<file path="src/rtl/addr_pattern_gen.sv">
// rtl/addr_pattern_gen.sv - sequential/strided/xorshift128+ DRAM test address generator
//
// addr_pattern_chan: one address stream (IDLE/RUN/DONE FSM, unit index,
//   op counter, xorshift128+ state). o_addr is a decode of registered state.
// addr_pattern_gen: latches the run configuration on i_start and drives an
//   identical write channel and read channel, so reads replay writes exactly.
//   clk, i_rst (async, active-high), i_start, i_mode, i_base, i_span_log2,
//   i_stride, i_count, i_wen, i_ren -> o_waddr, o_raddr, o_wdone, o_rdone, o_busy

module addr_pattern_chan #(
    parameter int          ADDR_WIDTH  = 27,
    parameter int          ALIGN_BITS  = 3,
    parameter int          COUNT_WIDTH = 32,
    parameter logic [63:0] SEED        = 64'd20200826
) (
    input  logic                                clk,
    input  logic                                i_rst,
    input  logic                                i_start,
    input  logic                                i_count_zero,
    input  logic                                i_adv,
    input  logic [1:0]                          i_mode,
    input  logic [ADDR_WIDTH-ALIGN_BITS-1:0]    i_base_u,
    input  logic [ADDR_WIDTH-ALIGN_BITS-1:0]    i_stride,
    input  logic [ADDR_WIDTH-ALIGN_BITS-1:0]    i_mask,
    input  logic [COUNT_WIDTH-1:0]              i_count,
    output logic [ADDR_WIDTH-1:0]               o_addr,
    output logic                                o_done,
    output logic                                o_run
);
    localparam int U = ADDR_WIDTH - ALIGN_BITS;

    typedef enum logic [1:0] {IDLE = 2'd0, RUN = 2'd1, DONE = 2'd2} state_t;

    state_t                 state_q, state_d;
    logic [U-1:0]           idx_q, idx_d;
    logic [COUNT_WIDTH-1:0] cnt_q, cnt_d;
    logic [63:0]            s0_q, s0_d, s1_q, s1_d;
    logic [63:0]            t, rnd;
    logic [U-1:0]           offset;
    logic                   adv_en;

    // State register
    always_ff @(posedge clk or posedge i_rst) begin
        if (i_rst) begin
            state_q <= IDLE;
            idx_q   <= '0;
            cnt_q   <= '0;
            s0_q    <= SEED;
            s1_q    <= ~SEED;
        end else begin
            state_q <= state_d;
            idx_q   <= idx_d;
            cnt_q   <= cnt_d;
            s0_q    <= s0_d;
            s1_q    <= s1_d;
        end
    end

    // Next state; start overrides any strobe in the same cycle
    always_comb begin
        state_d = state_q;
        idx_d   = idx_q;
        cnt_d   = cnt_q;
        s0_d    = s0_q;
        s1_d    = s1_q;
        t       = s0_q ^ (s0_q << 23);
        if (i_start) begin
            state_d = i_count_zero ? DONE : RUN;
            idx_d   = '0;
            cnt_d   = '0;
            s0_d    = SEED;
            s1_d    = ~SEED;
        end else if (adv_en) begin
            idx_d = (i_mode == 2'd1) ? idx_q + i_stride : idx_q + 1'b1;
            cnt_d = cnt_q + 1'b1;
            if (i_mode == 2'd2) begin
                s0_d = s1_q;
                s1_d = t ^ s1_q ^ (t >> 17) ^ (s1_q >> 26);
            end
            if (cnt_d == i_count) begin
                state_d = DONE;
            end
        end
    end

    // Outputs: pure decode of registered state
    always_comb begin
        adv_en = (state_q == RUN) && i_adv;
        o_done = (state_q == DONE);
        o_run  = (state_q == RUN);
        rnd    = s0_q + s1_q;
        offset = ((i_mode == 2'd2) ? U'(rnd) : idx_q) & i_mask;
        o_addr = {i_base_u + offset, {ALIGN_BITS{1'b0}}};
    end
endmodule

module addr_pattern_gen #(
    parameter int          ADDR_WIDTH  = 27,
    parameter int          ALIGN_BITS  = 3,
    parameter int          COUNT_WIDTH = 32,
    parameter logic [63:0] SEED        = 64'd20200826
) (
    input  logic                                clk,
    input  logic                                i_rst,
    input  logic                                i_start,
    input  logic [1:0]                          i_mode,
    input  logic [ADDR_WIDTH-1:0]               i_base,
    input  logic [7:0]                          i_span_log2,
    input  logic [ADDR_WIDTH-ALIGN_BITS-1:0]    i_stride,
    input  logic [COUNT_WIDTH-1:0]              i_count,
    input  logic                                i_wen,
    input  logic                                i_ren,
    output logic [ADDR_WIDTH-1:0]               o_waddr,
    output logic [ADDR_WIDTH-1:0]               o_raddr,
    output logic                                o_wdone,
    output logic                                o_rdone,
    output logic                                o_busy
);
    localparam int U = ADDR_WIDTH - ALIGN_BITS;

    logic [1:0]             mode_q;
    logic [U-1:0]           base_q, stride_q, mask;
    logic [7:0]             span_q;
    logic [COUNT_WIDTH-1:0] count_q;
    logic                   count_zero, wrun, rrun;

    always_ff @(posedge clk or posedge i_rst) begin
        if (i_rst) begin
            mode_q   <= '0;
            base_q   <= '0;
            span_q   <= '0;
            stride_q <= '0;
            count_q  <= '0;
        end else if (i_start) begin
            mode_q   <= i_mode;
            base_q   <= U'(i_base >> ALIGN_BITS);
            span_q   <= i_span_log2;
            stride_q <= i_stride;
            count_q  <= i_count;
        end
    end

    // Bit i of the mask is set for i < min(span, U); the loop bound supplies the min
    always_comb begin
        mask = '0;
        for (int i = 0; i < U; i++) begin
            mask[i] = (int'(span_q) > i);
        end
    end

    assign count_zero = (i_count == '0);
    assign o_busy     = wrun | rrun;

    addr_pattern_chan #(
        .ADDR_WIDTH(ADDR_WIDTH), .ALIGN_BITS(ALIGN_BITS),
        .COUNT_WIDTH(COUNT_WIDTH), .SEED(SEED)
    ) u_wchan (
        .clk(clk), .i_rst(i_rst), .i_start(i_start), .i_count_zero(count_zero),
        .i_adv(i_wen), .i_mode(mode_q), .i_base_u(base_q), .i_stride(stride_q),
        .i_mask(mask), .i_count(count_q),
        .o_addr(o_waddr), .o_done(o_wdone), .o_run(wrun)
    );

    addr_pattern_chan #(
        .ADDR_WIDTH(ADDR_WIDTH), .ALIGN_BITS(ALIGN_BITS),
        .COUNT_WIDTH(COUNT_WIDTH), .SEED(SEED)
    ) u_rchan (
        .clk(clk), .i_rst(i_rst), .i_start(i_start), .i_count_zero(count_zero),
        .i_adv(i_ren), .i_mode(mode_q), .i_base_u(base_q), .i_stride(stride_q),
        .i_mask(mask), .i_count(count_q),
        .o_addr(o_raddr), .o_done(o_rdone), .o_run(rrun)
    );
endmodule

</file>
<file path="config.mk">
export PLATFORM = sky130hd
export DESIGN_NAME = addr_pattern_gen
export DESIGN_NICKNAME = d
export VERILOG_FILES = /design/src/rtl/addr_pattern_gen.sv
export SDC_FILE = /design/constraint.sdc
export NUM_CORES = 1
export LEC_CHECK = 0
export BUFFER_PORTS_ARGS = -buffer_cell sky130_fd_sc_hd__buf_2
export CORE_UTILIZATION = 50
export CTS_CLUSTER_DIAMETER = 30
export DETAILED_ROUTE_END_ITERATION = 6
export PLACE_DENSITY_LB_ADDON = 0.05
export SLEW_MARGIN = 20
export SYNTH_ARGS = -nofsm -noshare
export SYNTH_HDL_FRONTEND = slang
export SYNTH_HIERARCHICAL = 1
export SYNTH_SLANG_ARGS = --single-unit
</file>
<file path="constraint.sdc">
create_clock -name clk -period 6.27 [get_ports clk]
set_input_delay 0.3135 -clock clk [delete_from_list [all_inputs] [get_ports clk]]
set_output_delay 0.3135 -clock clk [all_outputs]
set_load 0.02 [all_outputs]
</file>
==> results of run 1 <==
-- power by group through the flow --
| stage | Combinational, W | Sequential [W] | Clock, W |
|---|---|---|---|
| after floorplan | 0.00220 | 0.00341 | 0 |
| after global placement | 0.00294 | 0.00350 | 0 |
| after detailed placement | 0.00299 | 0.00351 | 0 |
| after CTS | 0.00306 | 0.00347 | 0.00665 |
| after global routing | 0.00338 | 0.00350 | 0.00681 |
| final | 0.00312 | 0.00348 | 0.00654 |
-- per-stage QoR --
stage	util	hold WS [ns]	std cells
2_1_floorplan	-	0.4345	3506
3_3_place_gp	0.5276	0.4822	4276
3_5_place_dp	0.5276	0.4965	4276
4_1_cts	0.6149	0.02964	4594
5_1_grt	0.6171	0.02822	4599
6_report	0.6171	0.05897	4600
-- worst paths after layout --
path / from / end / slack (ns)
max reg2reg: mode_q[1]$_DFFE_PP0P_ / u_wchan/idx_q[23]$_DFFE_PP0P_ / 2.28
min reg2reg: u_wchan/s0_q[12]$_DFFE_PP1P_ / u_wchan/s0_q[12]$_DFFE_PP1P_ / 0.50
min: i_span_log2[3] / span_q[3]$_DFFE_PP0P_ / 0.06
min in group asynchronous: i_rst / count_q[0]$_DFFE_PP0P_ / 0.35
max in group asynchronous: i_rst / u_rchan/s0_q[50]$_DFFE_PP0P_ / 4.28
max: u_rchan/s1_q[0]$_DFFE_PP1P_ / o_raddr[26] / 0.27
-- timing repair --
action | CTS | global route
setup buffers | 0 | 5
setup endpoints to repair | 4 | 12
resized for setup | 4 | 23
pin swaps | 0 | 8
hold endpoints to repair | 210 | 0
hold buffers | 90 | 0
-- cell usage in the layout (no fill, tap or decap), types with 17 or more instances in the layout --
| cell | netlist | layout |
|---|---|---|
| sky130_fd_sc_hd__bufinv_16 | 0 | 21 |
| sky130_fd_sc_hd__or3_1 | 101 | 101 |
| sky130_fd_sc_hd__ha_1 | 140 | 140 |
| sky130_fd_sc_hd__dlygate4sd3_1 | 0 | 90 |
| sky130_fd_sc_hd__nor2b_1 | 24 | 22 |
| sky130_fd_sc_hd__nand3_1 | 175 | 175 |
| sky130_fd_sc_hd__nand2_1 | 535 | 532 |
| sky130_fd_sc_hd__mux2_2 | 89 | 89 |
| sky130_fd_sc_hd__nor2_1 | 184 | 182 |
| sky130_fd_sc_hd__dfstp_2 | 128 | 128 |
| sky130_fd_sc_hd__o21bai_1 | 19 | 19 |
| sky130_fd_sc_hd__xor2_1 | 172 | 172 |
| sky130_fd_sc_hd__a21oi_1 | 271 | 270 |
| sky130_fd_sc_hd__clkbuf_16 | 0 | 121 |
| sky130_fd_sc_hd__and3_1 | 22 | 22 |
| sky130_fd_sc_hd__buf_2 | 13 | 144 |
| sky130_fd_sc_hd__a211oi_1 | 43 | 41 |
| sky130_fd_sc_hd__nor3_1 | 34 | 34 |
| sky130_fd_sc_hd__nor4_1 | 20 | 20 |
| sky130_fd_sc_hd__a31oi_1 | 24 | 24 |
| sky130_fd_sc_hd__dfrtp_1 | 334 | 334 |
| sky130_fd_sc_hd__nand4_1 | 39 | 39 |
| sky130_fd_sc_hd__buf_4 | 8 | 31 |
| sky130_fd_sc_hd__a21o_1 | 61 | 61 |
| sky130_fd_sc_hd__and2_1 | 79 | 79 |
| sky130_fd_sc_hd__clkinv_2 | 0 | 17 |
| sky130_fd_sc_hd__inv_1 | 63 | 58 |
| sky130_fd_sc_hd__xnor2_1 | 327 | 327 |
| sky130_fd_sc_hd__clkbuf_8 | 0 | 18 |
| sky130_fd_sc_hd__o211ai_1 | 37 | 37 |
| sky130_fd_sc_hd__clkinvlp_4 | 0 | 19 |
| sky130_fd_sc_hd__o21ai_0 | 209 | 201 |
-- flip-flops by register name, indices dropped and copies added (netlist names) --
signal,count
u_rchan/s0_q,64
u_rchan/s1_q,64
u_wchan/s0_q,64
u_wchan/s1_q,64
count_q,32
u_rchan/cnt_q,32
u_wchan/cnt_q,32
base_q,24
stride_q,24
u_rchan/idx_q,24
u_wchan/idx_q,24
span_q,8
mode_q,2
u_rchan/state_q,2
u_wchan/state_q,2
-- layout make-up --
class / count / area share
Clock buffer: 153 / 0.08886
Timing Repair Buffer: 266 / 0.04991
Antenna cell: 1 / 0.00006681
Multi-Input combinational cell: 2796 / 0.4868
Sequential cell: 462 / 0.3129
Tap cell: 782 / 0.02612
Inverter: 65 / 0.006982
Clock inverter: 75 / 0.02829
-- worst min-delay path, stage by stage --
cell and delay, ns:
sky130_fd_sc_hd__buf_2 0.08, sky130_fd_sc_hd__nand2_1 0.13, sky130_fd_sc_hd__o21ai_0 0.13
-- cell families (layout without fill, tap and decap cells) --
group,Yosys count,in the layout,share of synthesized area
buffers and inverters,248,559,0.03387
xor gates and xnor gates,500,500,0.1424
DFF,462,462,0.3800
adders and majority gates,146,146,0.06068
AOI/OAI and AO/OA,774,774,0.1519
and+or+nand+nor,1278,1278,0.1975
muxes,92,92,0.03346
other,2,7,0.0002434
-- layer usage --
layer	GRT usage	vias to the layer above	part of all wire
met5	0	-	0
met4	0.1036	0	0.029
met3	0.04354	155	0.045
met2	0.4735	698	0.47
met1	0.3933	12900	0.46
li1	-	12680	-
==> out/metrics.csv, run 1 <==
metric,value,unit
status,"finished, final reports clean",
Critical path buffers and inverters,3,
Final Skew,0.01779,ns
sequential power share,0.265,
number of nets at the end of the flow,3954,
distinct cell type count after synthesis,86,
proportion of synthesized chip area in sequential cells,0.3800,
Final Total Pwr,0.01314,W
number of buffers added by the clock tree synthesis step,119,
sort of element at the end of the critical path,output port,
min Tclk post-route,6.003,ns
count of flip-flops with a built-in enable after synthesis,0,
Synth Flop Type,sky130_fd_sc_hd__dfrtp_1,
most frequent cell on the critical path,sky130_fd_sc_hd__a21o_1,
All-Layer GR Usage,0.2909,
post-route setup slack,0.2667,ns
vias in the first global route,26130,
IO buf count,145,
total standard cell area after synthesis,0.03085,sq mm
Worst path max stage delay,0.54,ns
average vias per placed instance,5.745,
Residual DRC,0,
die area,0.06270,sq mm
max-slew violation count,0,
iteration count of the initial detailed-routing pass,6,
WL/cell,19.88,um
ys async rst share,1.000,
DIE WIDTH,250.4,um
highest ir drop seen on vdd,0.0002776,V
mean post-synth cell area,8.809,sq um
DRC marker count from the first detailed-route iteration,1899,
final-layout setup total negative slack,0,ns
Sw Share,0.3102,
count of vias placed by the detailed router,26430,
library cell with the highest instance count after synthesis,sky130_fd_sc_hd__nand2_1,
Tightest Pin Transition,1.183,ns
kind of cell adding the most delay to the critical path,compound AO/OA/AOI/OAI gates,
worst slew margin relative to its limit,0.2031,
Synth top area share,0.2709,
reported net switching power,0.004076,W
area of the multi-input gates,0.01824,sq mm
CTS tree,yes,
layout cells sized above 1,0.1737,
total clock sinks,462,
critical path depth,24,
Placement Setup Slack,0.6072,ns
CORE AREA,0.06070,sq mm
total area of sequential cells,0.01172,sq mm
maximum level of the CTS H-tree,3,
final count of hold timing violations,0,
clock latency at the later pin of the worst-skew pair,0.66,ns
reported leakage power,16.00,nW
Die Ht,250.4,um
overflow left after global routing,0,
filler instances,5138,
launching element type of the critical path,register,
number of register bits inferred by synthesis,462,
Hold Crit Depth,3,
critical path required time,5.96,ns
number of setup violations in the final report,0,
Yosys Warn Count,6,
half-perimeter wire length after detailed placement,64.45,mm
global-route wire length before repair,144.3,mm
master of the slowest instance on the critical path,sky130_fd_sc_hd__dfstp_2,
maximum number of pins on one net before global-route repair,113,
class of the tightest hold or removal check,in2reg,
maximum count of clock buffers along a single path,3,
number of max-cap violations,0,
internal power summed over all cells,0.009066,W
biggest area contributors in the synthesized netlist,"sky130_fd_sc_hd__dfrtp_1 (27%), sky130_fd_sc_hd__dfstp_2 (11%), sky130_fd_sc_hd__xnor2_1 (9.3%)",
placer's final routability congestion estimate,0.9388,
buffer cell driving the clock tree root,sky130_fd_sc_hd__clkbuf_16,
"Non-Filler Cell Area, Final",0.03746,sq mm
Worst Path Arrival,5.69,ns
starting density of the core,0.5082,
"top cells by count, synth","sky130_fd_sc_hd__nand2_1 (535), sky130_fd_sc_hd__dfrtp_1 (334), sky130_fd_sc_hd__xnor2_1 (327), sky130_fd_sc_hd__a21oi_1 (271), sky130_fd_sc_hd__o21ai_0 (209)",
placed cell areas,0.03202,sq mm
maximum clock frequency,0.1666,GHz
Critical Path Fanout Max,6,
clock slew at reported path FFs,0.05,ns
portion of the clock cycle consumed by the worst path in the final layout,0.9575,
number of core rows,90,
antenna violations before repair,1,
power share of the combinational group,0.238,
area growth from synthesis to layout,21.42,%
cell area power density,350.9,mW/mm^2
library cell occupying the most area in the post-synthesis netlist,sky130_fd_sc_hd__dfrtp_1,
remaining antenna violation count,0,
Top Ports,155,
WL final,91.43,mm
cells after synthesis,3502,
Crit Path Class,reg2out,
path depth of the worst reg2reg path,13,
Clk pwr share,0.498,
CP cell instances,"ha_1, inv_1, fa_1, nor2b_2, o21ai_1, a21boi_2, o41ai_4, o21bai_1, a21o_1, a211o_1, nand3_1, o21ai_1, buf_4, ha_1, a211oi_2, o21bai_1, a21o_1, a211oi_4, o211ai_1, a21o_1, a41o_1, a21oi_1, xnor3_1, buf_2",
Power figures use the tool's default switching activity.
==> inputs of run 2 (changes only) <==
PLACE_DENSITY_LB_ADDON = 0.3   (was 0.05)
==> run 2 against run 1 <==
- register-to-register slack better by 0.09 ns
- sequential share of layout area up 0.45 points
- clock skew up 0.040 ns
- largest power group unchanged
- critical endpoint unchanged
- total power fell by 5.5%
- non-clock buffer count fell by 5
- global-route usage shrank 2.0 points
- final area decreased by 1.4%
- critical path depth shrank 3
- sequential cell count stayed put
- core utilization shrank 0.88 points
- clock power shrank 9.8%
- setup slack gained 0.056 ns
==> out/metrics.csv, run 2 (synthesis gave the netlist of run 1 again) <==
metric,value,unit,change
average vias per placed instance,5.766,,was 5.745
power share of the combinational group,0.245,,was 0.238
starting density of the core,0.5082,,unchanged
"commonest non-fill, non-tap cell in the layout",sky130_fd_sc_hd__nand2_1,,unchanged
vias in the first global route,25180,,"was 26,130"
number of nets at the end of the flow,3939,,"was 3,954"
Clk pwr share,0.475,,was 0.498
maximum number of pins on one net before global-route repair,148,,was 113
DIE WIDTH,250.4,um,unchanged
Critical Path Fanout Max,4,,was 6
reported net switching power,0.003964,W,was 0.004076 W
sort of element at the end of the critical path,output port,,unchanged
final count of hold timing violations,0,,unchanged
maximum level of the CTS H-tree,3,,unchanged
antenna violations before repair,3,,was 1
"commonest cells after routing, fill and taps aside","sky130_fd_sc_hd__nand2_1 (532), sky130_fd_sc_hd__dfrtp_1 (334), sky130_fd_sc_hd__xnor2_1 (327), sky130_fd_sc_hd__a21oi_1 (271), sky130_fd_sc_hd__o21ai_0 (206)",,"was sky130_fd_sc_hd__nand2_1 (532), sky130_fd_sc_hd__dfrtp_1 (334), sky130_fd_sc_hd__xnor2_1 (327), sky130_fd_sc_hd__a21oi_1 (270), sky130_fd_sc_hd__o21ai_0 (201)"
Final Skew,0.05801,ns,was 0.01779 ns
number of buffers added by the clock tree synthesis step,109,,was 119
All-Layer GR Usage,0.2712,,was 0.2909
maximum clock frequency,0.1681,GHz,was 0.1666 GHz
number of max-cap violations,0,,unchanged
Worst Path Arrival,5.63,ns,was 5.69 ns
layout cells sized above 1,0.1640,,was 0.1737
maximum count of clock buffers along a single path,3,,unchanged
sequential power share,0.280,,was 0.265
iteration count of the initial detailed-routing pass,6,,unchanged
Tightest Pin Transition,1.114,ns,was 1.183 ns
number of core rows,90,,unchanged
count of vias placed by the detailed router,26400,,"was 26,430"
WL/cell,18.74,um,was 19.88 um
launching element type of the critical path,register,,unchanged
CTS tree,yes,,unchanged
clock slew at reported path FFs,0.05,ns,about the same
overflow left after global routing,0,,unchanged
final-layout setup total negative slack,0,ns,unchanged
CORE AREA,0.06070,sq mm,unchanged
worst slew margin relative to its limit,0.2493,,was 0.2031
placer's final routability congestion estimate,0.9438,,was 0.9388
max-slew violation count,0,,unchanged
WL final,85.79,mm,was 91.43 mm
min Tclk post-route,5.948,ns,was 6.003 ns
filler instances,5097,,"was 5,138"
IO buf count,145,,unchanged
portion of the clock cycle consumed by the worst path in the final layout,0.9486,,was 0.9575
clock latency at the later pin of the worst-skew pair,0.68,ns,was 0.66 ns
fin cells,4578,,"was 4,600"
reported leakage power,15.73,nW,was 16.00 nW
Top Ports,155,,unchanged
cell area power density,336.4,mW/mm^2,was 350.9 mW/mm^2
half-perimeter wire length after detailed placement,58.47,mm,was 64.45 mm
status,"finished, final reports clean",,unchanged
highest ir drop seen on vdd,0.0002334,V,was 0.0002776 V
number of cells in the design after placement,4273,,"was 4,276"
Die Ht,250.4,um,unchanged
critical path required time,5.96,ns,about the same
number of setup violations in the final report,0,,unchanged
DRC marker count from the first detailed-route iteration,2257,,"was 1,899"
die area,0.06270,sq mm,unchanged
buffer cell driving the clock tree root,sky130_fd_sc_hd__clkbuf_16,,unchanged
RSZ-0062 raised after global routing,no,,
remaining antenna violation count,0,,unchanged
Final Total Pwr,0.01242,W,was 0.01314 W
internal power summed over all cells,0.008456,W,was 0.009066 W
Crit Path Class,reg2out,,unchanged
area growth from synthesis to layout,19.70,%,was 21.42%
total clock sinks,462,,unchanged
global-route wire length before repair,136.0,mm,was 144.3 mm
Residual DRC,0,,unchanged
Sw Share,0.3192,,was 0.3102
class of the tightest hold or removal check,in2reg,,unchanged
-- run 2: cell types whose count changed in the layout (fill, tap and decap cells not counted), sizes merged --
cell,before,now
clkinv,32,28
buf,176,170
clkinvlp,19,14
inv,68,70
bufinv,21,15
clkbuf,153,146
diode,1,4
dlygate4sd3,90,91
-- run 2: final cells by class --
class                   instances  area, sq um  area share
clock inverters                62        899.6     0.02436
clock buffers                 146         3007     0.08143
diodes                          4        10.01   0.0002711
well taps                     782        978.4     0.02650
flip-flops and latches        462        11720      0.3174
multi-input cells            2796        18200      0.4929
inverters                      65        261.5    0.007082
repair buffers                261         1847     0.05002
-- run 2: worst paths after layout --
| path | startpoint | to | slack, ns | cells past startpoint |
|---|---|---|---|---|
| worst max-delay path | u_rchan/s0_q[1]$_DFFE_PP1P_ | o_raddr[26] | 0.32 | 21 |
| worst min-delay path | i_start | u_rchan/cnt_q[12]$_DFFE_PP0P_ | 0.11 | 2 |
| worst max register to register | mode_q[0]$_DFFE_PP0P_ | u_rchan/idx_q[23]$_DFFE_PP0P_ | 2.37 | 13 |
| worst min register to register | u_wchan/s1_q[25]$_DFFE_PP1P_ | u_wchan/s0_q[25]$_DFFE_PP0P_ | 0.50 | 2 |
| max in group asynchronous | i_rst | u_rchan/s0_q[9]$_DFFE_PP0P_ | 4.25 | 4 |
| min in group asynchronous | i_rst | count_q[23]$_DFFE_PP0P_ | 0.32 | 3 |
-- run 2: metrics by stage --
| stage | util | area [sq um] | hold slack (ns) | setup slack [ns] |
|---|---|---|---|---|
| after CTS | 0.6069 | 36840 | 0.08763 | 0.04597 |
| after global routing | 0.6082 | 36920 | 0.1213 | 0.002049 |
| after floorplan | - | 30860 | 0.4345 | 1.005 |
| after detailed placement | 0.5275 | 32020 | 0.4778 | 0.5235 |
| final | 0.6083 | 36920 | 0.1106 | 0.3223 |
| after global placement | 0.5275 | 32020 | 0.4729 | 0.5481 |
-- run 2: what timing repair did --
| item | 4_1_cts | 5_1_grt |
|---|---|---|
| hold endpoints to repair | 265 | 0 |
| pin swaps | 0 | 6 |
| setup buffers | 0 | 2 |
| hold buffers | 91 | 0 |
| gates resized for setup | 2 | 12 |
| setup endpoints to repair | 1 | 7 |
-- run 2: power by group through the flow --
stage	Combinational (W)	Clock (W)	Sequential, W
2_1_floorplan	0.00220	0	0.00341
3_3_place_gp	0.00289	0	0.00350
3_5_place_dp	0.00292	0	0.00351
4_1_cts	0.00299	0.00597	0.00347
5_1_grt	0.00330	0.00615	0.00350
6_report	0.00305	0.00590	0.00347
-- run 2: routing by layer --
metal | routed length, um | GRT usage | part of all wire | vias up
met5 | 13 | 0 | 0.00015 | -
met4 | 2919 | 0.1053 | 0.034 | 2
met3 | 5028 | 0.03887 | 0.059 | 170
met2 | 38850 | 0.4215 | 0.45 | 830
met1 | 38970 | 0.3814 | 0.45 | 12760
li1 | - | - | - | 12640
-- run 2: worst max-delay path: stages (launching register included) --
cell,delay [ns]
sky130_fd_sc_hd__dfstp_2,0.55
sky130_fd_sc_hd__ha_1,0.27
sky130_fd_sc_hd__a211oi_1,0.28
sky130_fd_sc_hd__o21ai_0,0.18
sky130_fd_sc_hd__o21ai_1,0.29
sky130_fd_sc_hd__o21ai_1,0.17
sky130_fd_sc_hd__a21o_1,0.21
sky130_fd_sc_hd__a21o_1,0.20
sky130_fd_sc_hd__xnor2_1,0.22
sky130_fd_sc_hd__o21ai_0,0.18
sky130_fd_sc_hd__and2_1,0.21
sky130_fd_sc_hd__ha_1,0.34
sky130_fd_sc_hd__and4_1,0.20
sky130_fd_sc_hd__nand3_1,0.08
sky130_fd_sc_hd__o21ai_0,0.13
sky130_fd_sc_hd__a211oi_4,0.28
sky130_fd_sc_hd__o211ai_1,0.14
sky130_fd_sc_hd__a21o_1,0.23
sky130_fd_sc_hd__a41o_1,0.24
sky130_fd_sc_hd__a21oi_1,0.16
sky130_fd_sc_hd__xnor3_1,0.24
sky130_fd_sc_hd__buf_2,0.17
==> inputs of run 3 (changes only) <==
CORE_ASPECT_RATIO = 1.2   (was not set)
CORE_MARGIN = 2   (was not set)
==> run 3 against run 2 <==
- clock power down 5.3%
- routed wire length increased by 3.2%
- worst hold slack lost 0.013 ns
- clock skew is 0.012 ns higher
- setup slack worse by 0.059 ns
- maximum frequency is 0.98% lower
- via count grew 0.73%
- final cell count is 0.39% higher
- sequential share of layout area up 0.22 points
==> out/metrics.csv, run 3 (synthesis gave the netlist of run 1 again) <==
metric,value,unit,change
total area of sequential cells,0.01172,sq mm,unchanged
number of cells in the design after placement,4298,,"was 4,273"
critical path required time,5.96,ns,about the same
sort of element at the end of the critical path,output port,,unchanged
maximum number of pins on one net before global-route repair,127,,was 148
min Tclk post-route,6.006,ns,was 5.948 ns
CTS tree,yes,,unchanged
Tightest Pin Transition,1.118,ns,was 1.114 ns
filler instances,5187,,"was 5,097"
"commonest non-fill, non-tap cell in the layout",sky130_fd_sc_hd__nand2_1,,unchanged
worst slew margin relative to its limit,0.2466,,was 0.2493
global-route wire length before repair,139.9,mm,was 136.0 mm
"commonest cells after routing, fill and taps aside","sky130_fd_sc_hd__nand2_1 (533), sky130_fd_sc_hd__dfrtp_1 (334), sky130_fd_sc_hd__xnor2_1 (326), sky130_fd_sc_hd__a21oi_1 (270), sky130_fd_sc_hd__o21ai_0 (208)",,"was sky130_fd_sc_hd__nand2_1 (532), sky130_fd_sc_hd__dfrtp_1 (334), sky130_fd_sc_hd__xnor2_1 (327), sky130_fd_sc_hd__a21oi_1 (271), sky130_fd_sc_hd__o21ai_0 (206)"
critical path startpoint,u_rchan/s1_q[0]$_DFFE_PP1P_,,was u_rchan/s0_q[1]$_DFFE_PP1P_
path depth of the worst reg2reg path,13,,unchanged
number of max-cap violations,0,,unchanged
number of setup violations in the final report,0,,unchanged
Die Ht,276.1,um,was 250.4 um
final count of hold timing violations,0,,unchanged
DRC marker count from the first detailed-route iteration,2153,,"was 2,257"
final-layout setup total negative slack,0,ns,unchanged
Crit Path Class,reg2out,,unchanged
Residual DRC,0,,unchanged
All-Layer GR Usage,0.2730,,was 0.2712
clock latency at the later pin of the worst-skew pair,0.66,ns,was 0.68 ns
class of the tightest hold or removal check,in2reg,,unchanged
critical register-to-register path startpoint,mode_q[0]$_DFFE_PP0P_,,unchanged
vias in the first global route,25780,,"was 25,180"
status,"finished, final reports clean",,unchanged
Top Ports,155,,unchanged
remaining antenna violation count,0,,unchanged
launching element type of the critical path,register,,unchanged
Final Skew,0.07040,ns,was 0.05801 ns
number of buffers added by the clock tree synthesis step,104,,was 109
RSZ-0062 raised after global routing,yes,,was no
clock slew at reported path FFs,0.05,ns,about the same
DIE WIDTH,230.7,um,was 250.4 um
"Core Util, Final",0.6017,,was 0.6083
antenna violations before repair,8,,was 3
WL/cell,19.26,um,was 18.74 um
cell area power density,329.9,mW/mm^2,was 336.4 mW/mm^2
number of nets at the end of the flow,3933,,"was 3,939"
Critical Path Fanout Max,6,,was 4
iteration count of the initial detailed-routing pass,6,,unchanged
area of the multi-input gates,0.01819,sq mm,was 0.01820 sq mm
layout cells sized above 1,0.1632,,was 0.1640
WL final,88.52,mm,was 85.79 mm
portion of the clock cycle consumed by the worst path in the final layout,0.9579,,was 0.9486
total clock sinks,462,,unchanged
number of core rows,99,,was 90
slack of the worst reg-to-reg path,2.02,ns,was 2.37 ns
buffer cell driving the clock tree root,sky130_fd_sc_hd__clkbuf_16,,unchanged
highest ir drop seen on vdd,0.0002549,V,was 0.0002334 V
Worst Path Arrival,5.69,ns,was 5.63 ns
die area,0.06371,sq mm,was 0.06270 sq mm
Critical path destination,o_raddr[25],,was o_raddr[26]
worst hold margin,0.09791,ns,was 0.1106 ns
placer's final routability congestion estimate,0.9280,,was 0.9438
maximum count of clock buffers along a single path,3,,unchanged
maximum level of the CTS H-tree,3,,unchanged
starting density of the core,0.5062,,was 0.5082
max-slew violation count,0,,unchanged
fin cells,4596,,"was 4,578"
capture point of the worst reg-to-reg path,u_rchan/idx_q[23]$_DFFE_PP0P_,,unchanged
reported leakage power,15.63,nW,was 15.73 nW
post-route setup slack,0.2637,ns,was 0.3223 ns
Placement Setup Slack,0.5849,ns,was 0.5235 ns
CORE AREA,0.06094,sq mm,was 0.06070 sq mm
IO buf count,145,,unchanged
average vias per placed instance,5.785,,was 5.766
half-perimeter wire length after detailed placement,60.48,mm,was 58.47 mm
count of vias placed by the detailed router,26590,,"was 26,400"
maximum clock frequency,0.1665,GHz,was 0.1681 GHz
area growth from synthesis to layout,18.87,%,was 19.70%
overflow left after global routing,0,,unchanged
-- run 3: cell types whose count changed in the layout (fill, tap and decap cells not counted), sizes merged --
cell,change
diode,+3
clkbuf,-16
bufinv,-1
buf,-1
clkinvlp,-4
clkinv,+9
inv,+2
-- run 3: critical path: stages (launching register included) --
cell                        delay, ns
sky130_fd_sc_hd__dfstp_2         0.53
sky130_fd_sc_hd__ha_1            0.19
sky130_fd_sc_hd__inv_1           0.06
sky130_fd_sc_hd__fa_1            0.38
sky130_fd_sc_hd__nor2b_1         0.17
sky130_fd_sc_hd__o21ai_1         0.11
sky130_fd_sc_hd__a21boi_2        0.20
sky130_fd_sc_hd__o41ai_2         0.12
sky130_fd_sc_hd__o21bai_1        0.24
sky130_fd_sc_hd__xnor2_1         0.15
sky130_fd_sc_hd__o21ai_0         0.15
sky130_fd_sc_hd__and2_1          0.27
sky130_fd_sc_hd__ha_1            0.36
sky130_fd_sc_hd__and4_1          0.25
sky130_fd_sc_hd__a221o_1         0.32
sky130_fd_sc_hd__o21ai_1         0.20
sky130_fd_sc_hd__a31oi_1         0.16
sky130_fd_sc_hd__o41ai_2         0.38
sky130_fd_sc_hd__o2111ai_1       0.22
sky130_fd_sc_hd__a21oi_1         0.22
sky130_fd_sc_hd__xnor2_1         0.15
sky130_fd_sc_hd__buf_2           0.20
-- run 3: per-layer routing --
layer,GRT usage,part of all wire
met5,0,0.00015
met1,0.3535,0.42
met3,0.03558,0.050
met2,0.4513,0.49
met4,0.1313,0.043
-- run 3: how the worst min path moves through the flow --
stage,startpoint,endpoint,slack [ns],depth (start not counted)
floorplan,i_span_log2[3],span_q[3]$_DFFE_PP0P_,0.43,2
global placement,i_rst,count_q[27]$_DFFE_PP0P_,0.43,2
detailed placement,i_rst,count_q[20]$_DFFE_PP0P_,0.43,2
CTS,i_start,u_rchan/cnt_q[0]$_DFFE_PP0P_,0.05,2
global route,i_start,u_rchan/cnt_q[0]$_DFFE_PP0P_,0.1,2
finish,i_start,u_rchan/cnt_q[0]$_DFFE_PP0P_,0.1,2
-- run 3: report_power, final --
| part | total, W | switching [W] | internal (W) |
|---|---|---|---|
| Sequential | 0.00348 | 0.000261 | 0.00322 |
| Clock | 0.00559 | 0.00184 | 0.00375 |
| Combinational | 0.00303 | 0.00180 | 0.00123 |
| Total | 0.0121 | 0.00390 | 0.00820 |
-- run 3: layout make-up --
type,count,share of cell area
Multi-Input combinational cell,2796,0.4959
Sequential cell,462,0.3196
Clock buffer,130,0.07609
Timing Repair Buffer,260,0.04982
Tap cell,808,0.02757
Clock inverter,68,0.02334
Inverter,65,0.007131
Antenna cell,7,0.0004777
-- run 3: metrics by stage --
step	total power (W)	cell area, sq um
2_1_floorplan	0.005604	30860
3_3_place_gp	0.006370	32030
3_5_place_dp	0.006409	32030
4_1_cts	0.01210	36590
5_1_grt	0.01263	36670
6_report	0.01210	36670
-- run 3: timing repair --
item	4_1_cts	5_1_grt
cloned	0	0
hold endpoints to repair	275	0
pin swaps	0	4
setup endpoints to repair	2	5
resized for setup	2	8
hold buffers	91	0
setup buffers	0	2
